<file path="config.mk">
export PLATFORM = sky130hd
export DESIGN_NAME = pipeline_step_ctrl
export DESIGN_NICKNAME = d
export VERILOG_FILES = /design/src/rtl/pipeline_step_ctrl.sv
export SDC_FILE = /design/constraint.sdc
export NUM_CORES = 1
export LEC_CHECK = 0
export ABC_CLOCK_PERIOD_IN_PS = 3000
export BUFFER_PORTS_ARGS = -buffer_cell sky130_fd_sc_hd__buf_2
export CORE_MARGIN = 8
export CORE_UTILIZATION = 23
export DETAILED_ROUTE_END_ITERATION = 16
export SETUP_SLACK_MARGIN = 0.15
export SLEW_MARGIN = 25
export SYNTH_ARGS = -nofsm -noshare
export SYNTH_HDL_FRONTEND = slang
export SYNTH_SLANG_ARGS = --single-unit
</file>
<file path="constraint.sdc">
create_clock -name clk -period 3 [get_ports clk]
set_input_delay 0.45 -clock clk [delete_from_list [all_inputs] [get_ports clk]]
set_output_delay 0.45 -clock clk [all_outputs]
set_load 0.02 [all_outputs]
</file>
<file path="src/rtl/pipeline_step_ctrl.sv">
// pipeline_step_ctrl: owns the global pipeline stall for the MIPS core.
// Host commands free-run, single/multi-step or stop the pipeline; a
// decoded HALT lets the pipeline drain, then freezes it for good.
//
// Ports:
//   clk, rst          clock, async active-high reset
//   i_cmd_valid/i_cmd command handshake (00 CLEAR, 01 RUN, 10 STEP, 11 STOP)
//   i_step_n          STEP cycle count (0 treated as 1)
//   o_cmd_ready       command accepted when valid & ready
//   i_halt_detect     ID-stage instruction is HALT
//   o_stall           registered pipeline stall (1 = frozen)
//   o_done            one-cycle pulse on return to IDLE
//   o_halted          sticky: program reached HALT
//   o_cycle_count     un-stalled cycle count, wraps
//   o_state           00 IDLE, 01 RUN, 10 STEP, 11 DRAIN
module pipeline_step_ctrl #(
    parameter int STEP_W       = 8,
    parameter int CNT_W        = 32,
    parameter int DRAIN_CYCLES = 3
) (
    input  logic              clk,
    input  logic              rst,
    input  logic              i_cmd_valid,
    input  logic [1:0]        i_cmd,
    input  logic [STEP_W-1:0] i_step_n,
    output logic              o_cmd_ready,
    input  logic              i_halt_detect,
    output logic              o_stall,
    output logic              o_done,
    output logic              o_halted,
    output logic [CNT_W-1:0]  o_cycle_count,
    output logic [1:0]        o_state
);

    localparam logic [1:0] S_IDLE  = 2'b00;
    localparam logic [1:0] S_RUN   = 2'b01;
    localparam logic [1:0] S_STEP  = 2'b10;
    localparam logic [1:0] S_DRAIN = 2'b11;

    localparam logic [1:0] CMD_CLEAR = 2'b00;
    localparam logic [1:0] CMD_RUN   = 2'b01;
    localparam logic [1:0] CMD_STEP  = 2'b10;
    localparam logic [1:0] CMD_STOP  = 2'b11;

    localparam int DRAIN_W = $clog2(DRAIN_CYCLES + 1);

    logic [1:0]        state;
    logic [1:0]        state_nxt;
    logic [STEP_W-1:0] step_cnt;
    logic [STEP_W-1:0] step_nxt;
    logic [DRAIN_W-1:0] drain_cnt;
    logic [DRAIN_W-1:0] drain_nxt;
    logic              done_nxt;
    logic              halted_nxt;

    logic cmd_acc;
    logic is_clear;
    logic is_run;
    logic is_step;
    logic is_stop;

    assign o_state     = state;
    assign o_cmd_ready = (state == S_IDLE) || (state == S_RUN);

    assign cmd_acc  = i_cmd_valid & o_cmd_ready;
    assign is_clear = cmd_acc && (i_cmd == CMD_CLEAR);
    assign is_run   = cmd_acc && (i_cmd == CMD_RUN);
    assign is_step  = cmd_acc && (i_cmd == CMD_STEP);
    assign is_stop  = cmd_acc && (i_cmd == CMD_STOP);

    always_comb begin
        state_nxt  = state;
        step_nxt   = step_cnt;
        drain_nxt  = drain_cnt;
        done_nxt   = 1'b0;
        halted_nxt = o_halted;
        case (state)
            S_IDLE: begin
                // A halted program can only be restarted by reset.
                if (!o_halted) begin
                    if (is_run) begin
                        state_nxt = S_RUN;
                    end else if (is_step) begin
                        state_nxt = S_STEP;
                        step_nxt  = (i_step_n == '0) ?
                                    STEP_W'(1) : i_step_n;
                    end
                end
            end
            S_RUN: begin
                if (i_halt_detect) begin
                    state_nxt = S_DRAIN;
                    drain_nxt = DRAIN_W'(DRAIN_CYCLES);
                end else if (is_stop) begin
                    state_nxt = S_IDLE;
                    done_nxt  = 1'b1;
                end
            end
            S_STEP: begin
                // HALT outranks step exhaustion: the step's own done
                // pulse is dropped in favour of the one after DRAIN.
                if (i_halt_detect) begin
                    state_nxt = S_DRAIN;
                    drain_nxt = DRAIN_W'(DRAIN_CYCLES);
                    step_nxt  = '0;
                end else if (step_cnt <= STEP_W'(1)) begin
                    state_nxt = S_IDLE;
                    done_nxt  = 1'b1;
                    step_nxt  = '0;
                end else begin
                    step_nxt = step_cnt - STEP_W'(1);
                end
            end
            default: begin
                if (drain_cnt <= DRAIN_W'(1)) begin
                    state_nxt  = S_IDLE;
                    done_nxt   = 1'b1;
                    halted_nxt = 1'b1;
                    drain_nxt  = '0;
                end else begin
                    drain_nxt = drain_cnt - DRAIN_W'(1);
                end
            end
        endcase
    end

    always_ff @(posedge clk or posedge rst) begin
        if (rst) begin
            state     <= S_IDLE;
            step_cnt  <= '0;
            drain_cnt <= '0;
            o_stall   <= 1'b1;
            o_done    <= 1'b0;
            o_halted  <= 1'b0;
        end else begin
            state     <= state_nxt;
            step_cnt  <= step_nxt;
            drain_cnt <= drain_nxt;
            // Stall is registered alongside the state it belongs to.
            o_stall   <= (state_nxt == S_IDLE);
            o_done    <= done_nxt;
            o_halted  <= halted_nxt;
        end
    end

    // CLEAR beats a same-edge increment.
    always_ff @(posedge clk or posedge rst) begin
        if (rst) begin
            o_cycle_count <= '0;
        end else if (is_clear) begin
            o_cycle_count <= '0;
        end else if (!o_stall) begin
            o_cycle_count <= o_cycle_count + CNT_W'(1);
        end
    end

endmodule

</file>
Word level (Yosys, flattened, before mapping)
Index checks and enable logic that the tools add are counted.

word-level totals
  flip-flop bits (word level) = 47
  input port bits = 14
  logic and storage cells = 67

cells by class
  $add $sub $neg = 3
  $lt $le $gt $ge = 2
  eq/ne operators = 10
  mux-type cells = 27
  bitwise logic cells = 3
  reductions and logical operators = 15

operator list
  operator                 count
  $mux W32                 2
  $mux W8                  6
  $add A32 B1 Y32 const B  1
  $mux W2                  10
  $pmux W8 S2              1
  $le A8 B1 Y1 const B     1
  $logic_not A8 Y1         1
  $sub A8 B1 Y8 const B    1
  $eq A2 B2 Y1 const B     3
  $logic_not A2 Y1         3
  $ne A2 B2 Y1 const B     3
  $pmux W2 S3              1
  $mux W1                  5
  $eq A2 B1 Y1 const B     2
  $logic_and A1 B1 Y1      4
  $ne A2 B1 Y1 const B     2
  $pmux W2 S2              1
  $reduce_and A2 Y1        2
  $reduce_and A4 Y1        1
  $pmux W1 S3              1
  $reduce_or A3 Y1         1
  $le A2 B1 Y1 const B     1
  $not A1 Y1               2
  $reduce_bool A2 Y1       1
  other kinds (4)          4

Depth between registers and ports, before layout
Gate-level depths: netlist of run 1.

  depth after elaboration = 9
  mapped depth = 9
  gate-level depth less buffers = 7

Worst setup path after synthesis of run 1
OpenSTA, ideal clock, no wires.

  kind = register to register
  start = reg state[1] (netlist: o_state[1])
  end = reg o_cycle_count[30]
  library setup time = 0.157 ns
  arrival = 2.132 ns
  slack = 0.711 ns
  cell stages (with the launch flop) = 10
  path buffers = 2
  period minus slack after synthesis = 2.289 ns
  cell sequence = dfrtp_1 -> inv_1 -> ha_1 -> buf_2 -> nor2_1 -> or3_1 -> clkbuf_1 -> a211oi_1 -> a21o_1 -> a21oi_1

on the way
  word-level cells in the longest chain between the ends = 5
  elaborated cells on any way between the ends = 7
  classes of those cells = eq/ne (2); mux (1); bitwise (1); reduce/logical (3)

ends and longest elaborated chain
  item                                                line  source
  from (decl)                                         47    logic [1:0] state;
  from (signal assigned)                              136   state <= state_nxt;
  $eq A2 B1 Y1 or $logic_not A2 Y1 (tied branches)    63    assign o_cmd_ready = (state == S_IDLE) || (state == S_RUN);
  $logic_or A1 B1 Y1 (*)                              63
  $and A1 B1 Y1 (*)                                   65    assign cmd_acc = i_cmd_valid & o_cmd_ready;
  $logic_and A1 B1 Y1 (*)                             66    assign is_clear = cmd_acc && (i_cmd == CMD_CLEAR);
  $ne A2 B1 Y1 (no line) or $mux W32 (tied branches)  --
  to (signal assigned)                                153   o_cycle_count <= o_cycle_count + CNT_W'(1);
  to (decl)                                           31    output logic [CNT_W-1:0] o_cycle_count,

Every way passes the cells marked *; elsewhere a longest branch is shown, timed or not.
A chain may end at the register's enable or synchronous reset.

Worst setup path after layout of run 1
  start = reg state[0] (netlist: o_state[0])
  end = reg o_cycle_count[29]

The elaborated chain is that of the path after synthesis.

==> metrics.txt, run 1 <==
global route total overflow=0; Clock Tree Buf Depth=2; DR vias=approximately 2400; status=finished, final reports clean; clock skew=about 0.012 ns; Rows=39; critical path's slowest cell=or3_1; Comb power frac=0.410; sequential power share=0.395; first drt pass iteration count=4; placer congestion estimate=between 0.8 and 0.9; cells after synthesis=between 300 and 400; crit path max fanout=14; H-tree depth=2; Clock Pin Slew Worst Setup and Hold Paths=around 0.07 ns; Cell variety after synth=50; post-route setup TNS=0 ns; Clock Latency Late Sink=0.29 ns; layout net count=376; Total GRT Usage=0.0931; Die W=about 120 um; flops & latches, synth=47; actual slew at the worst max-slew pin=roughly 0.84 ns; Worst Path Arrival=roughly 2.7 ns; asr flop ratio synth=1.00; first-pass GRT wire length=approximately 12000 um; setup repair bufs after CTS=0; crit share post-route=0.850; post-detail-place hpwl=~5300 um; P&R area growth vs syn=21.0%; Ports=between 50 and 60; sequence of cells on the critical path=inv_1 -> ha_1 -> nor2_1 -> or3_1 -> a2111oi_4 -> a21oi_1 -> o21a_1; final WL=a little over 7000 um; Max Freq=around 0.4 GHz; DRT antenna net count=0; Seq/Total Area, Yosys=0.431; cell taking the most area after synthesis=dfrtp_1; DR iter-0 viols=161; Req. time, crit path=approximately 3.2 ns; Core ar.=roughly 12000 um2; Crit Path Class=flip-flop to flip-flop; Crit path largest cell delay=between 0.5 and 0.6 ns; total clock sinks=between 40 and 50; largest net degree at the start of global routing=between 40 and 50; die height=around 120 um; syn_nets=roughly 320; post-synth top area share=0.422; synth warn=0; Post-Syn Area=2730 um2; normalized max-slew margin=0.442; Min-Delay Path Class=input pin to async pin; layout cells sized above 1=0.209; DRC Markers=0; switching fraction of total power=0.442; Max Slew Vio Count=0; top_reg_cell synth=dfrtp_1; port buffer count=51; commonest non-fill, non-tap cell in the layout=buf_2; Worst setup SP type=flip-flop; post-route minimum period=2.55 ns; Final setup viols=0; Clock power frac=0.195; die area=~16000 um2; CTS tree=yes; DR vias/cell=just under 5; Cell Int Power=roughly 1600 uW; CTS buffer count=5; Max-Cap Viols=0; synth top area cells=dfrtp_1, nor2_1, xor2_1; Starting Density=0.237; net switching power=around 1200 uW; Final Hold Violating Endpoints=0; commonest cells after routing, fill and taps aside=buf_2, dfrtp_1, nor2_1, nand2_1, o21ai_0; Clock Root Buffer=clkbuf_16; initial antenna violation count=0; number of flops mapped to enable cells by yosys=0; ant diodes=0; Routed wire per std cell=between 10 and 15 um; worst reg2reg startpoint=o_state[0]$_DFF_PP0_; WP buf/inv=1; Fin Hold WS=a little under 0.3 ns; leakage power=0.00151 uW; Worst setup startpoint=o_state[0]$_DFF_PP0_; power per cell area=851 nW/um2; Max VDD drop=about 0.00034 V; RSZ-0062 raised after global routing=no; CP Capture Type=flip-flop; post-synthesis average cell area=~9.0 um2; vias in the first global route=~2300; Top delay family on crit path=compound AO/OA/AOI/OAI gates
worst paths after layout:
| check | end | slack (ns) | cells after the start |
|---|---|---|---|
| min in group clk | o_done$_DFF_PP0_ | 0.46 | 2 |
| min reg2reg | o_halted$_DFFE_PP0P_ | 0.52 | 1 |
| max | o_cycle_count[29]$_DFFE_PP0P_ | 0.45 | 7 |
| max reg2reg | o_cycle_count[29]$_DFFE_PP0P_ | 0.45 | 7 |
| max in group asynchronous | o_state[1]$_DFF_PP0_ | 2.19 | 2 |
| min | o_cycle_count[27]$_DFFE_PP0P_ | 0.30 | 2 |
worst reg2reg max path: cells and delay by family (launching register included):
| kind | cells | cell delay [ns] |
|---|---|---|
| adders and majority gates | 1 | 0.32 |
| buffers and inverters | 1 | 0.14 |
| and+or+nand+nor | 2 | 0.71 |
| DFF | 1 | 0.46 |
| AOI/OAI and AO/OA | 3 | 0.80 |
per-layer routing:
metal | part of all wire | wire length [um] | GRT usage | up-vias
met4 | 0.0052 | 37 | 0.0165 | 0
met2 | 0.47 | 3300 | 0.154 | 57
li1 | - | - | - | 1186
met5 | 0 | 0 | 0 | -
met3 | 0.067 | 469 | 0.0304 | 7
met1 | 0.46 | 3250 | 0.117 | 1166
Yosys cell counts (all sizes together), types with 4 or more instances:
| master | n |
|---|---|
| dfrtp | 46 |
| nor2 | 40 |
| o21ai | 20 |
| nand2 | 19 |
| a21oi | 18 |
| inv | 16 |
| xor2 | 13 |
| nand3 | 11 |
| nand4 | 10 |
| nor3 | 10 |
| clkbuf | 9 |
| ha | 8 |
| xnor2 | 8 |
| or3 | 7 |
| nor4 | 6 |
| nand2b | 5 |
| a2111oi | 4 |
| and3 | 4 |
| and4 | 4 |
| mux2i | 4 |
repair_timing:
item                       4_1_cts  5_1_grt
resized for setup                0        1
hold buffers                     0        0
setup endpoints to repair        0        1
state kept, by name, indices dropped and copies added (netlist names):
name	count
drain_cnt	2
o_done	1
o_cycle_count	32
step_cnt	8
o_stall	1
o_halted	1
o_state	2
through the flow:
step | setup slack, ns | total power (uW) | cells | util | cell area [um2]
after floorplan | 0.711 | 1890 | 302 | - | 2730
after global placement | 0.551 | 2240 | 490 | 0.274 | 3160
after detailed placement | 0.428 | 2280 | 490 | 0.274 | 3160
after CTS | 0.424 | 2840 | 497 | 0.286 | 3300
after global routing | 0.254 | 3040 | 497 | 0.287 | 3300
final | 0.450 | 2810 | 497 | 0.287 | 3300
cells by family (layout without fill, tap and decap cells):
kind of cell | Yosys count | in the layout | share of synthesized area
adder cells (fa/ha/maj) | 8 | 8 | 0.0367
multiplexers | 4 | 4 | 0.0147
AO/OA/AOI/OAI | 65 | 65 | 0.163
XOR/XNOR | 21 | 21 | 0.0674
buffers and inverters | 27 | 79 | 0.0376
flip-flops | 47 | 47 | 0.431
AND/OR/NAND/NOR | 130 | 130 | 0.249
cell type report:
cell class                      instances  area, um2
Multi-Input combinational cell        228       1460
Timing Repair Buffer                   55        285
Clock buffer                            5        125
Inverter                               17       65.1
Tap cell                              143        179
Fill cell                            1227       8210
Clock inverter                          2       13.8
Sequential cell                        47       1180
power groups by stage:
stage / registers, uW / logic [uW] / clock network [uW]
6_report: 1110 / 1150 / 548
5_1_grt: 1160 / 1300 / 584
4_1_cts: 1110 / 1170 / 560
3_5_place_dp: 1120 / 1160 / 0
3_3_place_gp: 1110 / 1140 / 0
2_1_floorplan: 1190 / 700 / 0
No activity file was read; power rests on OpenSTA's default activity.
==> run 2, diff against run 1 <==
Settings changed: ABC_CLOCK_PERIOD_IN_PS 3000 to 2900, PLACE_DENSITY_LB_ADDON set to 0.05, REMOVE_ABC_BUFFERS set to 1.
Clock period 3 ns to 2.9 ns, I/O delays scaled along.
==> run 2 against run 1 <==
Against the previous run:
- clock skew shrank 0.0041 ns
- fmax grew 6.1%
- via count shrank 1.9%
- register-to-register slack gained 0.05 ns
- non-clock buffer count grew 3
- global-route usage grew 1.1 points
- sequential power grew 4%
- sequential cell count is the same
- wire length grew 11%
- cell count grew 0.60%
- critical path depth grew 1
- critical path type unchanged
- largest cell class unchanged
- largest power group unchanged
- highest routed layer unchanged
==> metrics.txt, run 2 (synthesis results as in run 1) <==
Pwr Total=3050 uW (+8.5%); Core Util, Final=0.291 (+0.00402); Worst setup SP type=flip-flop; global route total overflow=0 (unchanged); crit share post-route=0.829 (-0.0209); first-pass GRT wire length=13200 um (+9.5%); R2R Setup Slk=0.50 ns (+0.05 ns); Final setup viols=0 (unchanged); Max VDD drop=0.000307 V (-11%); Max Slew Vio Count=0 (unchanged); post-detail-place hpwl=5680 um (+8.1%); Comb power frac=0.402 (-0.008); placer congestion estimate=0.769 (-4.8%); Clock Tree Buf Depth=2 (unchanged); layout net count=379 (+0.80%); sequential power share=0.377 (-0.018); status=finished, final reports clean; Max Freq=0.416 GHz (+6.1%); Crit Path Class=flip-flop to flip-flop; CP Capture Type=flip-flop; initial antenna violation count=0 (unchanged); Req. time, crit path=3.06 ns (-0.11 ns); Layout fillers=1242 (+1.2%); Clock Pin Slew Worst Setup and Hold Paths=0.07 ns (about the same); Worst setup startpoint=o_state[0]$_DFF_PP0_; DR iter-0 viols=62 (-61%); layout cells sized above 1=0.216 (+0.00665); Fin Hold WS=0.154 ns (-0.144 ns); port buffer count=51 (unchanged); total clock sinks=47 (unchanged); RSZ-0062 raised after global routing=no; CTS buffer count=5 (unchanged); DRC Markers=0 (unchanged); die height=125 um (unchanged); Worst Path Arrival=2.56 ns (-0.16 ns); Largest regs=o_cycle_count: 32 flops, step_cnt: 8 flops; Cell Count, Final, Fillers Out=500 (+0.60%); Die W=125 um (unchanged); post-route setup TNS=0 ns (unchanged); Min-Delay Path Class=input pin to async pin; final WL=7830 um (+11%); normalized max-slew margin=0.524 (+0.0827); commonest cells after routing, fill and taps aside=buf_2, dfrtp_1, nor2_1, nand2_1, o21ai_0; Clock power frac=0.220 (+0.025); crit path max fanout=15 (+1); Core ar.=11500 um2 (unchanged); Worst R2R Path Depth=8 (+1); Inst Count DP=493 (+0.61%); Final Hold Violating Endpoints=0 (unchanged); worst reg2reg startpoint=o_state[0]$_DFF_PP0_; Setup crit end=step_cnt[4]$_DFFE_PP0P_; RR Endpoint=step_cnt[4]$_DFFE_PP0P_; Cell Int Power=1730 uW (+10%); setup repair bufs after CTS=0 (unchanged); Starting Density=0.237 (unchanged); DR vias=2371 (-1.9%); commonest non-fill, non-tap cell in the layout=buf_2; Clock Root Buffer=clkbuf_16; DR vias/cell=4.74 (-2.5%); Max-Cap Viols=0 (unchanged); leakage power=0.00153 uW (+1.4%); die area=15600 um2 (unchanged); Ports=52 (unchanged); switching fraction of total power=0.433 (-0.00903); first drt pass iteration count=4 (unchanged); vias in the first global route=2425 (+3.5%); Rows=39 (unchanged); P&R area growth vs syn=22.7%; actual slew at the worst max-slew pin=0.707 ns (-0.130 ns); CTS tree=yes; H-tree depth=2 (unchanged); Clock Latency Late Sink=0.29 ns (about the same); ant diodes=0 (unchanged); Largest register FFs=32 (unchanged); Total GRT Usage=0.104 (+0.0112); Most flops, register=o_cycle_count; largest net degree at the start of global routing=28 (-42%); DRT antenna net count=0 (unchanged); Routed wire per std cell=15.7 um (+10%); clock skew=0.00770 ns (-0.00412 ns); post-route minimum period=2.40 ns (-0.146 ns); net switching power=1320 uW (+6.2%); power per cell area=910 nW/um2 (+7.0%)
-- run 2: repair_timing --
| action | in CTS | in global routing |
|---|---|---|
| endpoints found under the setup margin | 0 | 2 |
| hold endpoints to repair | 0 | 0 |
| hold buffers | 0 | 0 |
| gates resized for setup | 0 | 1 |
-- run 2: how the worst min path moves through the flow --
stage / end / slack [ns] / startpoint / cells past startpoint
final: o_cycle_count[4]$_DFFE_PP0P_ / 0.15 / rst / 2
after global routing: o_cycle_count[4]$_DFFE_PP0P_ / 0.19 / rst / 2
after CTS: o_cycle_count[4]$_DFFE_PP0P_ / 0.18 / rst / 2
after detailed placement: step_cnt[3]$_DFFE_PP0P_ / 0.49 / rst / 2
after global placement: o_cycle_count[7]$_DFFE_PP0P_ / 0.50 / rst / 2
after floorplan: step_cnt[7]$_DFFE_PP0P_ / 0.49 / step_cnt[7]$_DFFE_PP0P_ / 2
-- run 2: metrics by stage --
step | instance area [um2] | setup WS [ns]
5_1_grt | 3350 | 0.208
6_report | 3350 | 0.495
3_5_place_dp | 3180 | 0.324
3_3_place_gp | 3180 | 0.375
4_1_cts | 3340 | 0.322
2_1_floorplan | 2690 | 0.144
-- run 2: final cells by class --
cell class                 instances  area, um2  area share
clock buffer                       5        125      0.0374
tap                              143        179      0.0534
sequential                        47       1180       0.352
inverter                          17       63.8      0.0191
clock inverter                     2       37.5      0.0112
multi-input combinational        228       1460       0.436
timing repair buffer              58        308      0.0919
-- run 2: metal layers --
layer / GRT usage / wire (um) / share of wire
met5: 0 / 0 / 0
met4: 0.0193 / 55 / 0.0070
met3: 0.0291 / 217 / 0.028
met2: 0.176 / 3720 / 0.47
met1: 0.131 / 3840 / 0.49
-- run 2: power by group through the flow --
stage | combinational (uW) | clock, uW | sequential, uW
2_1_floorplan | 693 | 0 | 1250
3_3_place_gp | 1250 | 0 | 1170
3_5_place_dp | 1240 | 0 | 1160
4_1_cts | 1240 | 701 | 1160
5_1_grt | 1380 | 729 | 1200
6_report | 1230 | 672 | 1150
-- run 2: worst max-delay path, cell delays in order, from the launching register on --
cell      delay [ns]
dfrtp_1         0.45
inv_1           0.13
ha_1            0.31
nor2_1          0.14
nor4_1          0.62
a21oi_1         0.15
buf_4           0.21
o21ai_0         0.17
o211ai_1        0.10
